## src/rtl/control_sequencer.sv

```systemverilog
// Multi-cycle fetch/decode/control sequencer for an addi/bne datapath.
// Fetches over a req/valid handshake, decodes from IR and steers the PC using the datapath eq flag.
module control_sequencer #(
  parameter int DATA_WIDTH    = 32,
  parameter int ADDRESS_WIDTH = 5
) (
  input  logic                     clk,
  input  logic                     rst,
  output logic                     imem_req,
  output logic [DATA_WIDTH-1:0]    imem_addr,
  input  logic [DATA_WIDTH-1:0]    imem_rdata,
  input  logic                     imem_valid,
  input  logic                     eq,
  output logic [ADDRESS_WIDTH-1:0] rs1,
  output logic [ADDRESS_WIDTH-1:0] rs2,
  output logic [ADDRESS_WIDTH-1:0] rd,
  output logic                     RegWrite,
  output logic                     ALUctrl,
  output logic                     ALUsrc,
  output logic [DATA_WIDTH-1:0]    ImmOp,
  output logic [DATA_WIDTH-1:0]    pc,
  output logic                     halted,
  output logic [DATA_WIDTH-1:0]    instret
);

  localparam logic [1:0] FETCH = 2'd0;
  localparam logic [1:0] EXEC  = 2'd1;
  localparam logic [1:0] HALT  = 2'd2;

  localparam logic [6:0] OP_IMM    = 7'b0010011;
  localparam logic [6:0] OP_BRANCH = 7'b1100011;

  logic [1:0]            state;
  logic [DATA_WIDTH-1:0] ir;

  logic                         is_exec;
  logic                         is_addi;
  logic                         is_bne;
  logic                         is_zero;
  logic signed [DATA_WIDTH-1:0] imm_i;
  logic signed [DATA_WIDTH-1:0] imm_b;
  logic [DATA_WIDTH-1:0]        pc_next;

  assign is_exec = (state == EXEC);
  assign is_addi = (ir[6:0] == OP_IMM)    && (ir[14:12] == 3'b000);
  assign is_bne  = (ir[6:0] == OP_BRANCH) && (ir[14:12] == 3'b001);
  assign is_zero = (ir == '0);

  assign imm_i = {{(DATA_WIDTH-12){ir[31]}}, ir[31:20]};
  assign imm_b = {{(DATA_WIDTH-13){ir[31]}}, ir[31], ir[7], ir[30:25], ir[11:8], 1'b0};

  assign rs1 = ADDRESS_WIDTH'(ir[19:15]);
  assign rs2 = ADDRESS_WIDTH'(ir[24:20]);
  assign rd  = ADDRESS_WIDTH'(ir[11:7]);

  assign imem_req  = (state == FETCH);
  assign imem_addr = pc;
  assign halted    = (state == HALT);

  always_comb begin
    RegWrite = 1'b0;
    ALUctrl  = 1'b0;
    ALUsrc   = 1'b0;
    ImmOp    = '0;
    if (is_exec) begin
      if (is_addi) begin
        ALUsrc   = 1'b1;
        ImmOp    = imm_i;
        // Writes to x0 are suppressed, and reset kills a pulse already in flight.
        RegWrite = (rd != '0) && !rst;
      end else if (is_bne) begin
        ALUctrl = 1'b1;
        ImmOp   = imm_b;
      end
    end
  end

  always_comb begin
    pc_next = pc + DATA_WIDTH'(4);
    if (is_bne && !eq)
      pc_next = pc + imm_b;
  end

  always_ff @(posedge clk) begin
    if (rst) begin
      state   <= FETCH;
      pc      <= '0;
      ir      <= DATA_WIDTH'(32'h0000_0013);
      instret <= '0;
    end else begin
      case (state)
        FETCH: begin
          if (imem_valid) begin
            ir    <= imem_rdata;
            state <= EXEC;
          end
        end
        EXEC: begin
          // The all-zero word halts without retiring or moving the PC.
          if (is_zero) begin
            state <= HALT;
          end else begin
            pc      <= pc_next;
            instret <= instret + DATA_WIDTH'(1);
            state   <= FETCH;
          end
        end
        HALT:    state <= HALT;
        default: state <= FETCH;
      endcase
    end
  end

endmodule

```

## config.mk

```make
export PLATFORM = sky130hd
export DESIGN_NAME = control_sequencer
export DESIGN_NICKNAME = d
export VERILOG_FILES = /design/src/rtl/control_sequencer.sv
export SDC_FILE = /design/constraint.sdc
export NUM_CORES = 1
export LEC_CHECK = 0
export CAP_MARGIN = 20
export CORE_MARGIN = 8
export CORE_UTILIZATION = 45
export DETAILED_ROUTE_END_ITERATION = 8
export HOLD_SLACK_MARGIN = 0.08
export MAX_ROUTING_LAYER = met4
export PLACE_DENSITY = 0.78
export RECOVER_POWER = 100
export SYNTH_ARGS = -nofsm -noshare
export SYNTH_HDL_FRONTEND = slang
export SYNTH_SLANG_ARGS = --single-unit
```

## constraint.sdc

```tcl
create_clock -name clk -period 2.95 [get_ports clk]
set_input_delay 0.4425 -clock clk [delete_from_list [all_inputs] [get_ports clk]]
set_output_delay 0.4425 -clock clk [all_outputs]
set_load 0.02 [all_outputs]
```

* Word level (Yosys, flattened, before mapping)
Index checks and enable logic that the tools add are counted.
W data, S select, Z words.
** Cells by class
- Add/sub/neg operators :: 3
- Equal/unequal tests :: 6
- Multiplexer cells :: 14
- Bitwise operators :: 1
- Reduce and logical (&&, ||, !) cells :: 12
** Operator list (count)
- $mux W32 :: 4
- $add A32 B1 Y32 const B :: 1
- $add A32 B3 Y32 const B :: 1
- $add A32 B32 Y32 :: 1
- $logic_not A32 Y1 :: 1
- $eq A7 B5 Y1 const B :: 1
- $eq A7 B7 Y1 const B :: 1
- $mux W1 :: 7
- $pmux W2 S3 :: 1
- $reduce_bool A5 Y1 :: 1
- $logic_and A1 B1 Y1 :: 4
- $mux W2 :: 2
- $reduce_and A2 Y1 :: 2
- $eq A3 B1 Y1 const B :: 1
- $logic_not A3 Y1 :: 1
- $eq A2 B1 Y1 const B :: 1
- $eq A2 B2 Y1 const B :: 1
- $logic_not A1 Y1 :: 2
- $logic_not A2 Y1 :: 1
- $ne A2 B1 Y1 const B :: 1
- $not A1 Y1 :: 1
** Storage, ports and cells
- Bits in registers :: 98
- Input port bits :: 36

* Longest topological paths before layout
Gate-level depths: netlist of the first run.
- Depth after elaboration :: 5
- Gate-level depth with buffers :: 12
- Gate-level depth less buffers :: 12

* Worst setup path before layout of the first run
OpenSTA, ideal clock, no wires.
- Path kind :: register to register
- Start point :: register ir[31]
- End point :: register pc[28], in the netlist imem_addr[28]
- Setup time :: 0.070 ns
- Data arrival time :: 3.001 ns
- Required time :: 2.880 ns
- Path slack :: -0.121 ns
- Stages on the path, launching flop included :: 12
- Period minus slack after synthesis :: 3.071 ns
- Cell sequence :: dfxtp_1 ha_1 buf_2 a211oi_1 nor2_1 a2111o_1 a211oi_2 nor3b_2 a211oi_1 o31a_1 mux2_1 a21oi_1
** Between the ends
- Longest elaborated chain between the ends :: 3
** RTL lines
- start, declared :: line 34 : logic [DATA_WIDTH-1:0] ir;
- start signal, assigned :: line 88 : ir <= DATA_WIDTH'(32'h0000_0013);
- start signal, assigned :: line 94 : ir <= imem_rdata;
- parallel branches: the longest is 3 deep, another holds $add A32 B32 Y32
- end signal, assigned :: line 103 : pc <= pc_next;
- end, declared :: line 21 : output logic [DATA_WIDTH-1:0] pc,
Parallel ways; which one is timed is not known.
A chain may end at the register's enable or synchronous reset.

* Worst setup path in the final report of the first run
- Start point :: register ir[4]
- End point :: output ImmOp[3]
** Between the ends
- Longest elaborated chain between the ends :: 5
** RTL lines
- $eq A7 B7 Y1 :: line 46 : assign is_bne = (ir[6:0] == OP_BRANCH) && (ir[14:12] == 3'b001);
- $logic_and A1 B1 Y1 :: line 46
- $mux W32 :: line 71 : end else if (is_bne) begin
- $mux W32 * :: line 66 : if (is_addi) begin
- $mux W32 * :: line 65 : if (is_exec) begin
- end, declared :: line 20 : output logic [DATA_WIDTH-1:0] ImmOp,
Every way passes the cells marked *; elsewhere a longest branch is shown, timed or not.

==> impl_metrics.csv, run 1 <==
group,metric,value,unit
logic_synthesis,synth_cell_type_count,79,
critical_path,critical_path_required,2510,ps
sta,rsz_0062_raised_after_global_routing,"true",
critical_path,path_class,"reg2out",
power_and_ir_drop,pwr-share-comb,12.8,%
clocking,insertion_delay,350,ps
layout,mostFrequentLayoutCell,"sky130_fd_sc_hd__nand2_1",
sta,timing.final.crit_share,94.8,%
global_routing,vias_in_the_first_global_route,6316,
layout,number_of_fill_cells,1368,
sta,max_freq,358,MHz
layout,final_cell_mix,"sky130_fd_sc_hd__nand2_1 (119), sky130_fd_sc_hd__dlygate4sd3_1 (111), sky130_fd_sc_hd__dfxtp_1 (96)",
global_routing,grt_pass1_wl,32800,um
layout,postLayoutCoreUtil,59.4,%
power_and_ir_drop,vdd_ir_drop_max,0.000301,V
layout,drive_above_1_share,8.24,%
logic_synthesis,synth_async_sr_flop_share,0,%
worst_hold_path,hold_path.class,"reg2reg",
job,drv_cap,0,
critical_path,critical_path_peak_fanout,5,
sta,holdWs,459,ps
power_and_ir_drop,p_leak,3.72,nW
clocking,clk_pin_slew_worst_paths,70,ps
placement,dpl.cell_count,1186,
clocking,cts_buffers,9,
clocking,cts_hold_buffers,0,
global_routing,grt_overflow,0,
logic_synthesis,mapped_avg_cell_area,7.64,um2
layout,syn_to_final_growth,28.5,%
sta,timing.final.crit_period,2800,ps
power_and_ir_drop,share_clk_of_total_power,40.8,%
clocking,clockBufferDepth,2,
layout,final_cell_area,8630,um2
clocking,clock_sink_count,97,
global_routing,grt_util_all_layers,21.0,%
logic_synthesis,synth_enable_flop_cells,0,
clocking,clockRootBuffer,"sky130_fd_sc_hd__clkbuf_16",
logic_synthesis,synth_seq_area_share,28.9,%
placement,gpl.final_weighted_congestion,0.921,
floorplan,die_w,138,um
worst_hold_path,timing.hold.worst_path_depth,2,
routing,wl_per_cell,16.7,um
routing,ant_nets,0,
sta,slew_viol_final,0,
routing,dr.pass1.iters,5,
logic_synthesis,dominant_register_cell_in_the_synthesized_netlist,"sky130_fd_sc_hd__dfxtp_1",
global_routing,grt_antenna_before_repair,1,
floorplan,starting_utilization_of_the_core_area,46.2,%
routing,drt-total-wl,20200,um
power_and_ir_drop,cell_internal_pwr,2.19,mW
floorplan,fp.coreArea,14500,um2
placement,hpwlAfterDp,15400,um
floorplan,fp.dieH,138,um
placement,portBuffers,181,
clocking,cts-htree-levels,3,
layout,finish.net_count,1084,
sta,worstMarginPinSlew,1110,ps
critical_path,critical_path_arrival,2350,ps
placement,dpl-instance-area,8400,um2
sta,final.setup_skew,11.4,ps
logic_synthesis,gate_count_after_technology_mapping,879,
power_and_ir_drop,power.sequential.fraction,46.4,%
sta,slew_headroom,25.8,%
floorplan,floorplan.io_pins,184,
routing,dr.first_iter.drc_count,396,
power_and_ir_drop,power_density,343,nW/um2
outcome,outcome,"completed",
floorplan,floorplan.die_area,19100,um2
logic_synthesis,synth-warning-count,0,
power_and_ir_drop,swShare,26.2,%
critical_path,startpoint_type,"register",
logic_synthesis,synth_area,6710,um2
power_and_ir_drop,power.switching,775,uW
critical_path,reg2regPathDepth,12,
sta,timing.final.setup_violations,0,
logic_synthesis,ys_ff_latch,97,
clocking,cts_tree,"built",
floorplan,std_cell_rows,44,
layout,post_layout_nonfiller_instances,1205,
routing,dr_total_vias,6627,
routing,drcViolationCount,0,
sta,hold_viol_final,0,
critical_path,cp_capture_type,"primary output",
routing,post_drt_via_cell_ratio,5.50,
global_routing,largest_net_degree_at_the_start_of_global_routing,74,
==> stage by stage <==
step | setup WS [ps] | total power [mW] | setup TNS [ps]
after global routing | -50.3 | 3.08 | -91.3
after CTS | 49.7 | 3.00 | 0
after detailed placement | 130 | 1.79 | 0
final | 154 | 2.96 | 0
after global placement | 206 | 1.78 | 0
after floorplan | 116 | 1.64 | 0
==> logic make-up (layout without fill, tap and decap cells) <==
group / after synthesis / in the layout / synth area share, %
compound gates: 227 / 227 / 21.3
xor+xnor: 43 / 43 / 5.61
fa+ha+maj: 33 / 33 / 6.26
buf+inv: 120 / 260 / 11.4
flops: 97 / 97 / 28.9
mux: 4 / 4 / 0.634
other cells: 1 / 3 / 0.0559
simple gates: 354 / 354 / 25.8
==> worst max-delay path, stage by stage, from the launching register on <==
cell and delay (ps):
sky130_fd_sc_hd__dfxtp_1 350, sky130_fd_sc_hd__nand4b_1 170, sky130_fd_sc_hd__nor3_1 170, sky130_fd_sc_hd__nand2_1 150
sky130_fd_sc_hd__nor2_1 180, sky130_fd_sc_hd__buf_4 190, sky130_fd_sc_hd__a22o_1 150, sky130_fd_sc_hd__clkdlybuf4s50_1 630
==> registers in the layout, summed over array words and instances, names as in the netlist <==
| name | cells |
|---|---|
| ir | 32 |
| instret | 32 |
| state | 2 |
| imem_addr | 31 |
==> final timing paths <==
check,start,to,slack [ps]
worst min register to register,ir[3],ir[3],460
worst max-delay path,ir[4],ImmOp[3],150
worst min-delay path,ir[3],ir[3],460
worst max register to register,imem_addr[1],imem_addr[31],170
==> what timing repair did <==
action,in CTS,in global routing
pin swaps,0,2
setup buffers,0,2
resized for setup,21,14
endpoints found under the setup margin,22,14
==> power by group through the flow <==
stage	combinational (mW)	clock (mW)	sequential, mW
2_1_floorplan	0.237	0	1.40
3_3_place_gp	0.383	0	1.40
3_5_place_dp	0.384	0	1.40
4_1_cts	0.386	1.24	1.37
5_1_grt	0.417	1.29	1.38
6_report	0.380	1.21	1.37
==> routing by layer <==
layer	vias up	track usage [%]	routed length, um
li1	3330	-	-
met4	0	6.46	280
met3	21	6.16	1650
met1	3028	25.7	8830
met5	-	-	0
met2	248	32.5	9410
==> synthesized netlist by cell type (3+ instances only) <==
library cell,count,area share [%]
sky130_fd_sc_hd__inv_1,16,0.89
sky130_fd_sc_hd__buf_6,4,0.67
sky130_fd_sc_hd__a31oi_1,11,1.0
sky130_fd_sc_hd__nand4_1,11,1.0
sky130_fd_sc_hd__a21oi_1,92,6.9
sky130_fd_sc_hd__nor3_1,16,1.2
sky130_fd_sc_hd__a311oi_1,5,0.65
sky130_fd_sc_hd__nor4_1,10,0.93
sky130_fd_sc_hd__a211o_1,4,0.52
sky130_fd_sc_hd__clkbuf_8,3,0.61
sky130_fd_sc_hd__o211ai_1,3,0.34
sky130_fd_sc_hd__a22o_1,5,0.65
sky130_fd_sc_hd__nand3_1,26,1.9
sky130_fd_sc_hd__ha_1,32,6.0
sky130_fd_sc_hd__and3_2,4,0.45
sky130_fd_sc_hd__o21a_1,11,1.2
sky130_fd_sc_hd__or3_1,10,0.93
sky130_fd_sc_hd__o22ai_1,4,0.37
sky130_fd_sc_hd__o21ai_1,4,0.30
sky130_fd_sc_hd__and3_1,7,0.65
sky130_fd_sc_hd__a211oi_1,15,1.7
sky130_fd_sc_hd__buf_4,67,7.5
sky130_fd_sc_hd__xnor2_1,19,2.5
sky130_fd_sc_hd__nand4b_1,3,0.39
sky130_fd_sc_hd__nor2_1,92,5.1
sky130_fd_sc_hd__and4_1,7,0.91
sky130_fd_sc_hd__a21o_1,5,0.56
sky130_fd_sc_hd__and2_1,9,0.84
sky130_fd_sc_hd__dfxtp_1,97,29
sky130_fd_sc_hd__buf_2,3,0.22
sky130_fd_sc_hd__nor2b_1,11,1.0
sky130_fd_sc_hd__clkbuf_1,27,1.5
sky130_fd_sc_hd__xor2_1,24,3.1
sky130_fd_sc_hd__nand3b_1,5,0.56
sky130_fd_sc_hd__o21ai_0,39,2.9
sky130_fd_sc_hd__a41oi_1,3,0.39
sky130_fd_sc_hd__nand2_1,119,6.7
sky130_fd_sc_hd__nand2b_1,4,0.37
==> cell type report <==
cell class / count / area [um2] / area share [%]
antenna: 1 / 2.50 / 0.0290
clock buffer: 12 / 246 / 2.86
clock inverter: 4 / 51.3 / 0.595
inverter: 16 / 60.1 / 0.696
multi-input combinational: 663 / 4020 / 46.6
sequential: 97 / 1950 / 22.6
tap: 184 / 230 / 2.67
timing repair buffer: 228 / 2070 / 24.0
No activity file was read; power rests on OpenSTA's default activity.
==> run 2, diff against run 1 <==
--- a/config.mk
+++ b/config.mk
@@ -10,7 +10,6 @@
 export CORE_UTILIZATION = 45
 export DETAILED_ROUTE_END_ITERATION = 8
 export HOLD_SLACK_MARGIN = 0.08
-export MAX_ROUTING_LAYER = met4
 export PLACE_DENSITY = 0.78
 export RECOVER_POWER = 100
 export SYNTH_ARGS = -nofsm -noshare
==> run 2 against run 1 <==
  * Worst hold slack about the same
  * Routed wire length increased by 1.1%
  * Critical path depth up 4
  * Highest routed layer is now met5
  * Global-route usage fell by 0.39 points
==> impl_metrics.csv, run 2 (synthesis gave the netlist of run 1 again) <==
group,metric,value,unit
placement,gpl.final_weighted_congestion,0.919,
critical_path,worst_r2r_endpoint,"imem_addr[28]",
placement,portBuffers,181,
clocking,clock_sink_count,97,
routing,drt-total-wl,20400,um
placement,dpl.cell_count,1188,
critical_path,path_class,"reg2reg",
sta,rsz_0062_raised_after_global_routing,"true",
layout,mostFrequentLayoutCell,"sky130_fd_sc_hd__nand2_1",
floorplan,die_w,138,um
floorplan,fp.dieH,138,um
sta,max_freq,344,MHz
job,drv_cap,0,
sta,final.setup_skew,7.93,ps
clocking,clockRootBuffer,"sky130_fd_sc_hd__clkbuf_16",
critical_path,startpoint_type,"register",
power_and_ir_drop,finalPower,3.06,mW
power_and_ir_drop,vdd_ir_drop_max,0.000334,V
global_routing,largest_net_degree_at_the_start_of_global_routing,61,
critical_path,critical_path_arrival,3200,ps
clocking,insertion_delay,350,ps
sta,holdWs,458,ps
clocking,cts_buffers,9,
placement,hpwlAfterDp,15500,um
sta,timing.final.setup_violations,0,
outcome,outcome,"completed",
routing,ant_nets,0,
critical_path,critical_path_peak_fanout,11,
sta,timing.final.crit_period,2910,ps
layout,drive_above_1_share,9.00,%
clocking,cts-htree-levels,3,
sta,slew_headroom,18.6,%
floorplan,std_cell_rows,44,
layout,post_layout_nonfiller_instances,1206,
global_routing,grt_overflow,0,
critical_path,cp_capture_type,"register",
routing,dr.first_iter.drc_count,418,
critical_path,critical_path_required,3240,ps
routing,post_drt_via_cell_ratio,5.62,
sta,worstMarginPinSlew,1220,ps
sta,hold_viol_final,0,
layout,final_cell_mix,"sky130_fd_sc_hd__nand2_1 (119), sky130_fd_sc_hd__dlygate4sd3_1 (113), sky130_fd_sc_hd__dfxtp_1 (95)",
sta,slew_viol_final,0,
clocking,clockBufferDepth,2,
floorplan,starting_utilization_of_the_core_area,46.2,%
floorplan,fp.coreArea,14500,um2
power_and_ir_drop,p_leak,3.62,nW
clocking,clk_pin_slew_worst_paths,70,ps
layout,num_antenna_cells,0,
routing,drcViolationCount,0,
global_routing,grt_antenna_before_repair,1,
worst_hold_path,hold_path.class,"reg2reg",
routing,dr.pass1.iters,5,
global_routing,grt_pass1_wl,33100,um
worst_hold_path,hold-path-endpoint,"ir[3]",
sta,timing.final.crit_share,98.7,%
critical_path,reg2regPathDepth,11,
global_routing,grt_util_all_layers,20.6,%
critical_path,rr_startpoint,"ir[31]",
routing,dr_total_vias,6779,
worst_hold_path,timing.hold.worst_path_depth,2,
layout,postLayoutCoreUtil,59.1,%
floorplan,floorplan.io_pins,184,
layout,finish.net_count,1086,
clocking,cts_tree,"built",
power_and_ir_drop,power_density,357,nW/um2
layout,syn_to_final_growth,28.0,%
global_routing,vias_in_the_first_global_route,6370,
routing,wl_per_cell,16.9,um
floorplan,floorplan.die_area,19100,um2
worst_hold_path,worst_hold_path_startpoint,"ir[3]",
critical_path,setup.reg_to_reg.worst_slack,40,ps
==> run 2: worst max-delay path, stage by stage (launching register included) <==
cell and delay (ps):
sky130_fd_sc_hd__dfxtp_4 390, sky130_fd_sc_hd__ha_1 300, sky130_fd_sc_hd__buf_4 170, sky130_fd_sc_hd__nand2_1 80, sky130_fd_sc_hd__o21ai_1 90, sky130_fd_sc_hd__a2111o_1 410, sky130_fd_sc_hd__a211oi_1 370, sky130_fd_sc_hd__nor3b_2 150
sky130_fd_sc_hd__a211oi_1 260, sky130_fd_sc_hd__o31a_1 170, sky130_fd_sc_hd__mux2_1 320, sky130_fd_sc_hd__a21oi_1 130
==> run 2: worst max-delay path by stage <==
stage                      start       endpoint  slack, ps  cells after the start
finish                    ir[31]  imem_addr[28]         40                     11
global route        imem_addr[1]  imem_addr[31]        -90                     12
CTS                       ir[12]      ImmOp[18]          1                      6
detailed placement  imem_addr[1]  imem_addr[31]        110                     12
global placement          ir[31]  imem_addr[28]        200                     11
floorplan                 ir[31]  imem_addr[28]        120                     11
==> run 2: metal layers <==
layer  vias up  global-route usage, %  wire (um)
li1       3337                      -          -
met1      3150                   25.3       8700
met2       264                   32.9       9500
met3        26                   7.09       1840
met4         2                   6.64        326
met5         -                      0         17
==> run 2: area by class of cell <==
class | count | area, um2
flip-flops and latches | 97 | 1950
multi-input cells | 663 | 4030
fillers | 1376 | 5940
inverters | 16 | 60.1
well taps | 184 | 230
clock buffers | 10 | 239
clock inverters | 6 | 87.6
repair buffers | 230 | 2000
==> run 2: power by group <==
part           switching (mW)  internal [mW]  total [mW]
clock network           0.538          0.770        1.31
registers              0.0325           1.34        1.37
logic                   0.221          0.162       0.384
==> run 2: per-stage QoR <==
stage	cell area, um2	TNS, ps	setup WS (ps)
2_1_floorplan	6720	0	116
3_5_place_dp	8410	0	110
5_1_grt	8590	-552	-88.1
6_report	8590	0	39.1
4_1_cts	8730	0	1.49
3_3_place_gp	8410	0	196
==> run 2: repair_timing <==
item / 4_1_cts / 5_1_grt
hold buffers: 0 / 0
buffers inserted: 0 / 2
setup endpoints to repair: 2 / 28
gates resized for setup: 7 / 28
pin swaps: 0 / 2
hold endpoints to repair: 0 / 0
==> run 3, diff against run 2 <==
--- a/config.mk
+++ b/config.mk
@@ -6,7 +6,7 @@
 export NUM_CORES = 1
 export LEC_CHECK = 0
 export CAP_MARGIN = 20
-export CORE_MARGIN = 8
+export CORE_MARGIN = 3
 export CORE_UTILIZATION = 45
 export DETAILED_ROUTE_END_ITERATION = 8
 export HOLD_SLACK_MARGIN = 0.08
==> run 3 against run 2 <==
  * Cell area up 1.6%
  * Clock power is 6% lower
  * Clock skew grew 1.0 ps
  * Critical path type unchanged
==> impl_metrics.csv, run 3 (synthesis gave the netlist of run 1 again) <==
group,metric,value,unit
critical_path,critical_path_required,3200,ps
routing,drt-total-wl,19300,um
sta,slew_viol_final,0,
routing,wl_per_cell,15.9,um
routing,ant_nets,0,
clocking,clockBufferDepth,2,
critical_path,setup.worst_path.start,"imem_addr[3]",
sta,final.setup_skew,8.94,ps
clocking,clock_sink_count,97,
floorplan,fp.dieH,128,um
floorplan,floorplan.die_area,16400,um2
power_and_ir_drop,power_density,342,nW/um2
sta,rsz_0062_raised_after_global_routing,"false",
clocking,clockRootBuffer,"sky130_fd_sc_hd__clkbuf_16",
outcome,outcome,"completed",
critical_path,critical_path.cell_chain,"ha_1, nor2b_2, o31ai_2, a21boi_2, a211o_1, a221o_2, a311oi_1, xor2_1, a211oi_1",
floorplan,die_w,128,um
global_routing,largest_net_degree_at_the_start_of_global_routing,56,
clocking,cts-htree-levels,3,
floorplan,starting_utilization_of_the_core_area,46.0,%
sta,holdWs,467,ps
routing,dr.first_iter.drc_count,531,
routing,dr.pass1.iters,5,
placement,hpwlAfterDp,14600,um
critical_path,critical_path_top_delay_cell,"sky130_fd_sc_hd__a311oi_1",
layout,mostFrequentLayoutCell,"sky130_fd_sc_hd__nand2_1",
placement,portBuffers,181,
floorplan,fp.coreArea,14600,um2
worst_hold_path,worst_hold_path_startpoint,"ir[3]",
global_routing,grt_util_all_layers,23.1,%
power_and_ir_drop,vdd_ir_drop_max,0.000364,V
clocking,insertion_delay,350,ps
layout,syn_to_final_growth,30.0,%
global_routing,grt_antenna_before_repair,0,
clocking,cts_buffers,9,
critical_path,critical_path_peak_fanout,4,
floorplan,std_cell_rows,44,
layout,final_cell_mix,"sky130_fd_sc_hd__nand2_1 (119), sky130_fd_sc_hd__dlygate4sd3_1 (115), sky130_fd_sc_hd__dfxtp_1 (96)",
routing,drcViolationCount,0,
critical_path,cp_capture_type,"register",
clocking,cts_hold_buffers,0,
critical_path,critical_path_arrival,3110,ps
floorplan,floorplan.io_pins,184,
global_routing,grt_overflow,0,
power_and_ir_drop,p_leak,3.74,nW
sta,timing.final.crit_period,2860,ps
sta,timing.final.setup_violations,0,
critical_path,critical_path.max_stage_delay,390,ps
sta,timing.final.crit_share,97.0,%
layout,drive_above_1_share,9.35,%
global_routing,vias_in_the_first_global_route,6276,
sta,worstMarginPinSlew,1140,ps
routing,dr_total_vias,6743,
critical_path,startpoint_type,"register",
sta,slew_headroom,23.7,%
layout,num_antenna_cells,0,
sta,hold_viol_final,0,
clocking,clk_pin_slew_worst_paths,70,ps
job,drv_cap,0,
sta,setup-tns-final,0,ps
critical_path,path_class,"reg2reg",
critical_path,rr_startpoint,"imem_addr[3]",
sta,max_freq,349,MHz
routing,post_drt_via_cell_ratio,5.57,
global_routing,grt_pass1_wl,31300,um
layout,finish.net_count,1091,
worst_hold_path,hold_path.class,"reg2reg",
clocking,cts_tree,"built",
placement,gpl.final_weighted_congestion,0.884,
-- run 3: cell count changes in the layout (fill, tap and decap cells not counted), sizes merged --
cell / before / now
bufinv: 2 / 1
dlygate4sd3: 113 / 115
dlygate4sd2: 6 / 18
clkbuf: 43 / 21
clkdlybuf4s50: 40 / 45
buf: 38 / 47
-- run 3: final cells by class --
| type | instances | area [um2] |
|---|---|---|
| fillers | 1328 | 5860 |
| clock buffers | 11 | 243 |
| well taps | 184 | 230 |
| multi-input cells | 663 | 4040 |
| flip-flops and latches | 97 | 1950 |
| repair buffers | 235 | 2150 |
| inverters | 16 | 60.1 |
| clock inverters | 5 | 61.3 |
-- run 3: power by group --
part           switching, mW  internal, mW  leakage [nW]
clock network          0.542         0.688         0.151
registers             0.0336          1.34         0.788
logic                  0.215         0.163          2.81
-- run 3: path summary, 6_finish.rpt --
| path | depth (start not counted) | slack (ps) | endpoint |
|---|---|---|---|
| worst max-delay path | 9 | 90 | imem_addr[19] |
| worst min-delay path | 2 | 470 | ir[3] |
| worst max register to register | 9 | 90 | imem_addr[19] |
| worst min register to register | 2 | 470 | ir[3] |
-- run 3: metrics by stage --
step	total power [mW]	std cells	utilization, %	setup slack, ps	cell area, um2
2_1_floorplan	1.64	880	-	116	6720
3_3_place_gp	1.78	1191	57.8	196	8430
3_5_place_dp	1.79	1191	57.8	69.6	8430
4_1_cts	3.00	1207	59.7	1.84	8710
5_1_grt	3.10	1211	59.8	11.4	8730
6_report	2.98	1211	59.8	87.3	8730
-- run 3: what timing repair did --
item                       4_1_cts  5_1_grt
setup endpoints to repair       20       16
pin swaps                        0        4
resized for setup               18       10
setup buffers                    0        4
gates cloned                     0        0
-- run 3: metal layers --
| metal | vias to the layer above | global-route usage, % | wire (um) |
|---|---|---|---|
| met2 | 238 | 37.0 | 8610 |
| met5 | - | 0 | 0 |
| met1 | 3118 | 31.4 | 8910 |
| met4 | 0 | 6.43 | 392 |
| met3 | 32 | 5.21 | 1380 |
| li1 | 3355 | - | - |
-- run 3: worst max-delay path, delay by kind of cell, from the launching register on --
family	cells	cell delay, ps
AOI/OAI and AO/OA	6	1790
xor gates and xnor gates	1	110
adders and majority gates	1	340
DFF	1	340
and+or+nand+nor	1	190
